$ cat src/rtl/hazard_scoreboard_unit.sv
// hazard_scoreboard_unit
// Pipeline hazard controller for the RV32 core: load-use stalls for a
// configurable load latency, taken-branch flush and back-end freeze.
// Loads that have left EX are tracked in a short shift-register scoreboard
// (LOAD_LAT-1 entries); with LOAD_LAT=1 the block is the classic
// single-bubble load-use check.
//
// Optional build macro: HAZARD_PERF_CNT_EN
//   Adds perf_clr and three saturating performance counters
//   (load_stall_cnt, flush_cnt, mem_stall_cnt).
module hazard_scoreboard_unit #(
  parameter int REG_ADDR_W = 5,
  parameter int LOAD_LAT   = 1,
  parameter int PERF_CNT_W = 32
) (
  input  logic                  clk,
  input  logic                  rst_n,
  input  logic                  ID_EX_Memread,
  input  logic [REG_ADDR_W-1:0] ID_EX_Rd,
  input  logic [REG_ADDR_W-1:0] IF_ID_Rs1,
  input  logic [REG_ADDR_W-1:0] IF_ID_Rs2,
  input  logic                  IF_ID_Rs1_used,
  input  logic                  IF_ID_Rs2_used,
  input  logic                  EX_branch_taken,
  input  logic                  mem_stall,
`ifdef HAZARD_PERF_CNT_EN
  input  logic                  perf_clr,
  output logic [PERF_CNT_W-1:0] load_stall_cnt,
  output logic [PERF_CNT_W-1:0] flush_cnt,
  output logic [PERF_CNT_W-1:0] mem_stall_cnt,
`endif
  output logic                  control_unit_select,
  output logic                  PC_Write,
  output logic                  IF_ID_Write,
  output logic                  IF_ID_Flush,
  output logic                  ID_EX_Flush
);

  // Number of scoreboard entries; kept at least 1 so declarations stay legal
  // even when the tracking generate branch is not built.
  localparam int TRK_N = (LOAD_LAT > 1) ? (LOAD_LAT - 1) : 1;

  // Reject out-of-range configurations at elaboration time.
  if (LOAD_LAT < 1 || LOAD_LAT > 8 || PERF_CNT_W < 1) begin : g_param_check
    $error("hazard_scoreboard_unit: LOAD_LAT must be 1..8 and PERF_CNT_W >= 1");
  end

  logic trk_hit_rs1;
  logic trk_hit_rs2;

  if (LOAD_LAT > 1) begin : g_trk
    logic [TRK_N:1]        trk_v;
    logic [REG_ADDR_W-1:0] trk_rd [1:TRK_N];

    // Shift loads leaving EX through the scoreboard; hold everything while frozen.
    always_ff @(posedge clk or negedge rst_n) begin
      if (!rst_n) begin
        trk_v <= '0;
        for (int k = 1; k <= TRK_N; k++) begin
          trk_rd[k] <= '0;
        end
      end else if (!mem_stall) begin
        trk_v[1]  <= ID_EX_Memread && (ID_EX_Rd != '0);
        trk_rd[1] <= ID_EX_Rd;
        for (int k = 2; k <= TRK_N; k++) begin
          trk_v[k]  <= trk_v[k-1];
          trk_rd[k] <= trk_rd[k-1];
        end
      end
    end

    // Compare both ID sources against every valid in-flight load.
    always_comb begin
      trk_hit_rs1 = 1'b0;
      trk_hit_rs2 = 1'b0;
      for (int k = 1; k <= TRK_N; k++) begin
        if (trk_v[k] && (trk_rd[k] == IF_ID_Rs1)) trk_hit_rs1 = 1'b1;
        if (trk_v[k] && (trk_rd[k] == IF_ID_Rs2)) trk_hit_rs2 = 1'b1;
      end
    end
  end else begin : g_no_trk
    assign trk_hit_rs1 = 1'b0;
    assign trk_hit_rs2 = 1'b0;
  end

  logic ex_hit_rs1;
  logic ex_hit_rs2;
  logic rs1_match;
  logic rs2_match;
  logic load_hazard;

  // x0 is never a real dependency, so a zero source can never match.
  assign ex_hit_rs1  = ID_EX_Memread && (ID_EX_Rd == IF_ID_Rs1);
  assign ex_hit_rs2  = ID_EX_Memread && (ID_EX_Rd == IF_ID_Rs2);
  assign rs1_match   = IF_ID_Rs1_used && (IF_ID_Rs1 != '0) && (ex_hit_rs1 || trk_hit_rs1);
  assign rs2_match   = IF_ID_Rs2_used && (IF_ID_Rs2 != '0) && (ex_hit_rs2 || trk_hit_rs2);
  assign load_hazard = rs1_match || rs2_match;

  logic case_freeze;
  logic case_flush;
  logic case_stall;

  // Priority resolution: freeze beats branch flush beats load-use stall.
  always_comb begin
    case_freeze = 1'b0;
    case_flush  = 1'b0;
    case_stall  = 1'b0;
    if (rst_n) begin
      if (mem_stall) begin
        case_freeze = 1'b1;
      end else if (EX_branch_taken) begin
        case_flush = 1'b1;
      end else if (load_hazard) begin
        case_stall = 1'b1;
      end
    end
  end

  // Drive pipeline controls from the winning case; run defaults otherwise.
  always_comb begin
    control_unit_select = 1'b0;
    PC_Write            = 1'b1;
    IF_ID_Write         = 1'b1;
    IF_ID_Flush         = 1'b0;
    ID_EX_Flush         = 1'b0;
    if (case_freeze) begin
      PC_Write    = 1'b0;
      IF_ID_Write = 1'b0;
    end else if (case_flush) begin
      IF_ID_Flush = 1'b1;
      ID_EX_Flush = 1'b1;
    end else if (case_stall) begin
      control_unit_select = 1'b1;
      PC_Write            = 1'b0;
      IF_ID_Write         = 1'b0;
    end
  end

`ifdef HAZARD_PERF_CNT_EN
  localparam logic [PERF_CNT_W-1:0] CNT_ONE = PERF_CNT_W'(1);

  // Saturating event counters; a clear wins over an increment in the same cycle.
  always_ff @(posedge clk or negedge rst_n) begin
    if (!rst_n) begin
      load_stall_cnt <= '0;
      flush_cnt      <= '0;
      mem_stall_cnt  <= '0;
    end else if (perf_clr) begin
      load_stall_cnt <= '0;
      flush_cnt      <= '0;
      mem_stall_cnt  <= '0;
    end else begin
      if (case_stall && (load_stall_cnt != '1)) load_stall_cnt <= load_stall_cnt + CNT_ONE;
      if (case_flush && (flush_cnt != '1))      flush_cnt      <= flush_cnt + CNT_ONE;
      if (case_freeze && (mem_stall_cnt != '1)) mem_stall_cnt  <= mem_stall_cnt + CNT_ONE;
    end
  end
`endif

endmodule

$ cat config.mk
export PLATFORM = sky130hd
export DESIGN_NAME = hazard_scoreboard_unit
export DESIGN_NICKNAME = d
export VERILOG_FILES = /design/src/rtl/hazard_scoreboard_unit.sv
export SDC_FILE = /design/constraint.sdc
export NUM_CORES = 1
export LEC_CHECK = 0
export BUFFER_PORTS_ARGS = -buffer_cell sky130_fd_sc_hd__buf_2
export CORE_AREA = 2 2 39 41
export DETAILED_ROUTE_END_ITERATION = 7
export DIE_AREA = 0 0 41 43
export SETUP_SLACK_MARGIN = 0.1
export SLEW_MARGIN = 0
export SYNTH_ARGS = -nofsm -noshare
export SYNTH_HDL_FRONTEND = slang
export SYNTH_SLANG_ARGS = --single-unit
$ cat constraint.sdc
create_clock -name vclk -period 1.7
set_clock_uncertainty 0.05 [all_clocks]
set_input_delay 0.34 -clock vclk [all_inputs]
set_output_delay 0.34 -clock vclk [all_outputs]
set_load 0.005 [all_outputs]
After elaboration in Yosys (flattened, before gate mapping)
Index checks and enable logic that the tools add are counted.
Widths: inputs -> output; s select.
{ "totals": {"register_bits": 0, "inputBits": 22, "output_inout_bits": 5, "word_cells": 28} }
{ "op_classes": {"n_eq_ne": 2, "n_mux": 17, "n_reduce_logical": 9} }
{ "op_table": {"columns": ["cell", "count"], "rows": [
  ["$mux 1", 17],
  ["$eq 5x5->1", 2],
  ["$reduce_bool 5->1", 2],
  ["$logic_and 1x1->1", 6],
  ["$logic_or 1x1->1", 1]
]} }

Depth between registers and ports, before layout
{ "depth": {"ltp_word": 11, "depth_mapped": 5, "ltp_nobuf": 4} }

Worst setup path after synthesis
OpenSTA, ideal clock, no wires.
{ "synth_path": {"path_type": "input to output", "from": "in IF_ID_Rs1[1]", "to": "out PC_Write", "t_arrival_ps": 1461, "t_required_ps": 1310, "slack_ps": -151, "cell_stages": 5, "path_buffers": 1, "path_cell_list": "or4_1 > a21oi_2 > o41ai_1 > a31oi_1 > buf_4"} }
{ "synth_via": {"elab_chain_len": 11, "elab_cells_between_ends": 13, "classes_between": "1 x eq/ne; 7 x mux; 5 x reduce/logical"} }
{ "synth_rtl": {"columns": ["element", "line", "rtl"], "rows": [
  ["start: declaration", "20", "input logic [REG_ADDR_W-1:0] IF_ID_Rs1,"],
  ["$eq 5x5->1 / $reduce_bool 5->1 (equally long branches)", "93, 95", null],
  ["$logic_and 1x1->1 (on tied branches)", "93, 95", null],
  ["$logic_and 1x1->1 *", "95", "assign rs1_match = IF_ID_Rs1_used && (IF_ID_Rs1 != '0) && (ex_hit_rs1 || trk_hit_rs1);"],
  ["$logic_or 1x1->1 *", "97", "assign load_hazard = rs1_match || rs2_match;"],
  ["$mux 1 *", "113", "end else if (load_hazard) begin"],
  ["$mux 1 *", "111", "end else if (EX_branch_taken) begin"],
  ["$mux 1 *", "109", "if (mem_stall) begin"],
  ["$mux 1 *", "108", "if (rst_n) begin"],
  ["$mux 1 * (3 in series)", null, null],
  ["end: declaration", "33", "output logic PC_Write,"]
]} }
Mark *: on every way between the ends. The rest lies on a longest branch, timed or not.

Final worst setup path
{ "layout_path": {"from": "in IF_ID_Rs1[1]", "to": "out control_unit_select"} }
{ "layout_via": {"elab_chain_len": 11, "elab_cells_between_ends": 13, "classes_between": "1 x eq/ne; 7 x mux; 5 x reduce/logical"} }
{ "layout_rtl": {"columns": ["element", "line", "rtl"], "rows": [
  ["$eq 5x5->1 / $reduce_bool 5->1 (equally long branches)", "93, 95", null],
  ["$logic_and 1x1->1 (on tied branches)", "93, 95", null],
  ["$logic_and 1x1->1 *", "95", null],
  ["$logic_or 1x1->1 *", "97", null],
  ["$mux 1 *", "113", null],
  ["$mux 1 *", "111", null],
  ["$mux 1 *", "109", null],
  ["$mux 1 *", "108", null],
  ["$mux 1 *", "132", "end else if (case_stall) begin"],
  ["$mux 1 *", "129", "end else if (case_flush) begin"],
  ["$mux 1 *", "126", "if (case_freeze) begin"],
  ["end: declaration", "32", "output logic control_unit_select,"]
]} }
Marked as above.

==> results.json <==
{
  "portBuffers": 26,
  "period_minus_slack_ns": 1.91,
  "start_util": 0.151,
  "leakage_uw": 0.000207,
  "yosys_warnings": 0,
  "pin_count": 27,
  "antenna_found_initial": 0,
  "syn_nets": 52,
  "end_kind": "primary output",
  "criticalPathCategory": "in -> out",
  "grt_usage": 0.0649,
  "multi_input_area_um2": 198,
  "place_hpwl_um": 605,
  "antenna_cells": 0,
  "slowest_stage": "or4_4",
  "synth_area_leaders": "xnor2_1 (29%), o41ai_1 (8.4%), buf_4 (7.2%)",
  "final_cells": 74,
  "grt_max_degree": 6,
  "syn_area_um2": 209,
  "drtPass1Iterations": 1,
  "vdd_drop_max_mv": 0.0582,
  "start_kind": "input pin",
  "dieArea_um2": 1760,
  "grt_pass1_wl_um": 848,
  "setup_viol": 3,
  "hp-class": "in -> out",
  "die_h_um": 43,
  "violations": "negative setup slack",
  "dr.first_iter.drc_count": 0,
  "synth_cells": 30,
  "rows": 14,
  "syn_area_per_cell_um2": 6.97,
  "drive_above_1_share": 0.569,
  "tightest_slew_ns": 0.323,
  "seqCellArea_um2": 0,
  "critical-path-top-delay-family": "simple AND/OR/NAND/NOR gates",
  "whs_ns": 0.960,
  "place_inst": 74,
  "synth_top_area_frac": 0.293,
  "cap_violations": 0,
  "layout_setup_ws_ns": -0.207,
  "worstPathMaxFanout": 2,
  "drt-total-wl_um": 653,
  "yosys.cell_count.top_type": "xnor2_1",
  "final_antenna_net_count": 0,
  "synth_top_area_cell": "xnor2_1",
  "netlist_top_cells_count": "xnor2_1 (7), inv_1 (4), nand2_1 (3)",
  "layout.nets": 82,
  "coreArea_um2": 1380,
  "drv_slew": 0,
  "wl_per_cell_um": 8.82,
  "seq_area_frac_synth": 0,
  "n_fill_cell": 167,
  "fin_crit_sh": 1.12,
  "route.vias.total": 303,
  "overflow": 0,
  "cp_data_arrival_time_ns": 1.52,
  "hold_viol": 0,
  "seq_cell_count": 0,
  "worstPathBufferInverterCount": 2,
  "grt_pass1_vias": 234,
  "slowest_delay_ns": 0.54,
  "cts_hold_repair.buffers": 0,
  "synth_cell_types": 16,
  "fmax_mhz": 524,
  "area_growth_pct": 94.0,
  "pre_cts_slack_ns": -0.225,
  "outcome": "finished, violations left",
  "die_x_um": 41,
  "rsz0062_at_grt": "true",
  "powerDensity_nw_per_um2": 211,
  "gp_congestion": 0.600,
  "drc": 0,
  "viasPerCell": 4.09,
  "clkbuf_count": 0,
  "cts_setup_buffers": 0,
  "slew_headroom": 0.783,
  "crit_chain": "buf_6 > or4_4 > a21oi_4 > nor3_1 > o2111a_1 > buf_2",
  "required_ns": 1.31
}
[placed cells by master, fill, tap and decap left out]
| cell | Yosys | routed |
|---|---|---|
| xor2_1 | 1 | 1 |
| inv_1 | 4 | 4 |
| buf_6 | 0 | 2 |
| a211oi_1 | 1 | 1 |
| xnor2_1 | 7 | 7 |
| buf_4 | 2 | 4 |
| nand3_1 | 2 | 2 |
| and3_1 | 1 | 1 |
| o41ai_1 | 2 | 1 |
| o41ai_2 | 0 | 1 |
| a211o_1 | 1 | 1 |
| or4_4 | 0 | 1 |
| nand2_1 | 3 | 3 |
| o2111a_1 | 1 | 1 |
| a31oi_1 | 1 | 1 |
| o2111ai_1 | 1 | 1 |
| nor3_1 | 1 | 1 |
| a21oi_4 | 0 | 1 |
| buf_2 | 0 | 24 |
[metrics by stage]
stage          setup TNS (ns)   util  power (uW)  area [um^2]
6_report               -0.587  0.293        85.5          405
2_1_floorplan          -0.103      -        35.4          213
5_1_grt                -0.757  0.293        94.2          405
3_5_place_dp           -0.668  0.273        80.1          378
4_1_cts                -0.628  0.293        87.0          405
3_3_place_gp           -0.676  0.273        79.1          378
[layout make-up]
class              count  share of cell area
well taps             16              0.0494
repair buffers        30               0.426
multi-input cells     24               0.488
inverters              4              0.0370
[repair_timing]
item                                    in CTS  in global routing
gates resized for setup                      4                  0
endpoints found under the setup margin       3                  3
cloned                                       0                  0
[power by group]
part           leakage, uW  internal, uW  switching (uW)
clock network            0             0               0
registers                0             0               0
logic             0.000207          49.5            35.9
[path summary, 6_finish.rpt]
kind	from	endpoint	slack, ns	depth (start not counted)
hold / removal	rst_n	PC_Write	0.96	3
setup / recovery	IF_ID_Rs1[1]	control_unit_select	-0.21	6
[kinds of logic (layout without fill, tap and decap cells)]
kind of cell / Yosys count / after routing / synth area share
compound gates: 8 / 8 / 0.329
xor+xnor: 8 / 8 / 0.335
simple gates: 8 / 8 / 0.192
buf+inv: 6 / 34 / 0.144
[routing by layer]
metal / share of wire / global-route usage / vias to the layer above
met3: 0.084 / 0 / 0
met2: 0.51 / 0.119 / 12
li1: - / - / 166
met1: 0.41 / 0.0854 / 125
met5: 0 / 0 / -
met4: 0 / 0 / 0
No activity file was read; power rests on OpenSTA's default activity.
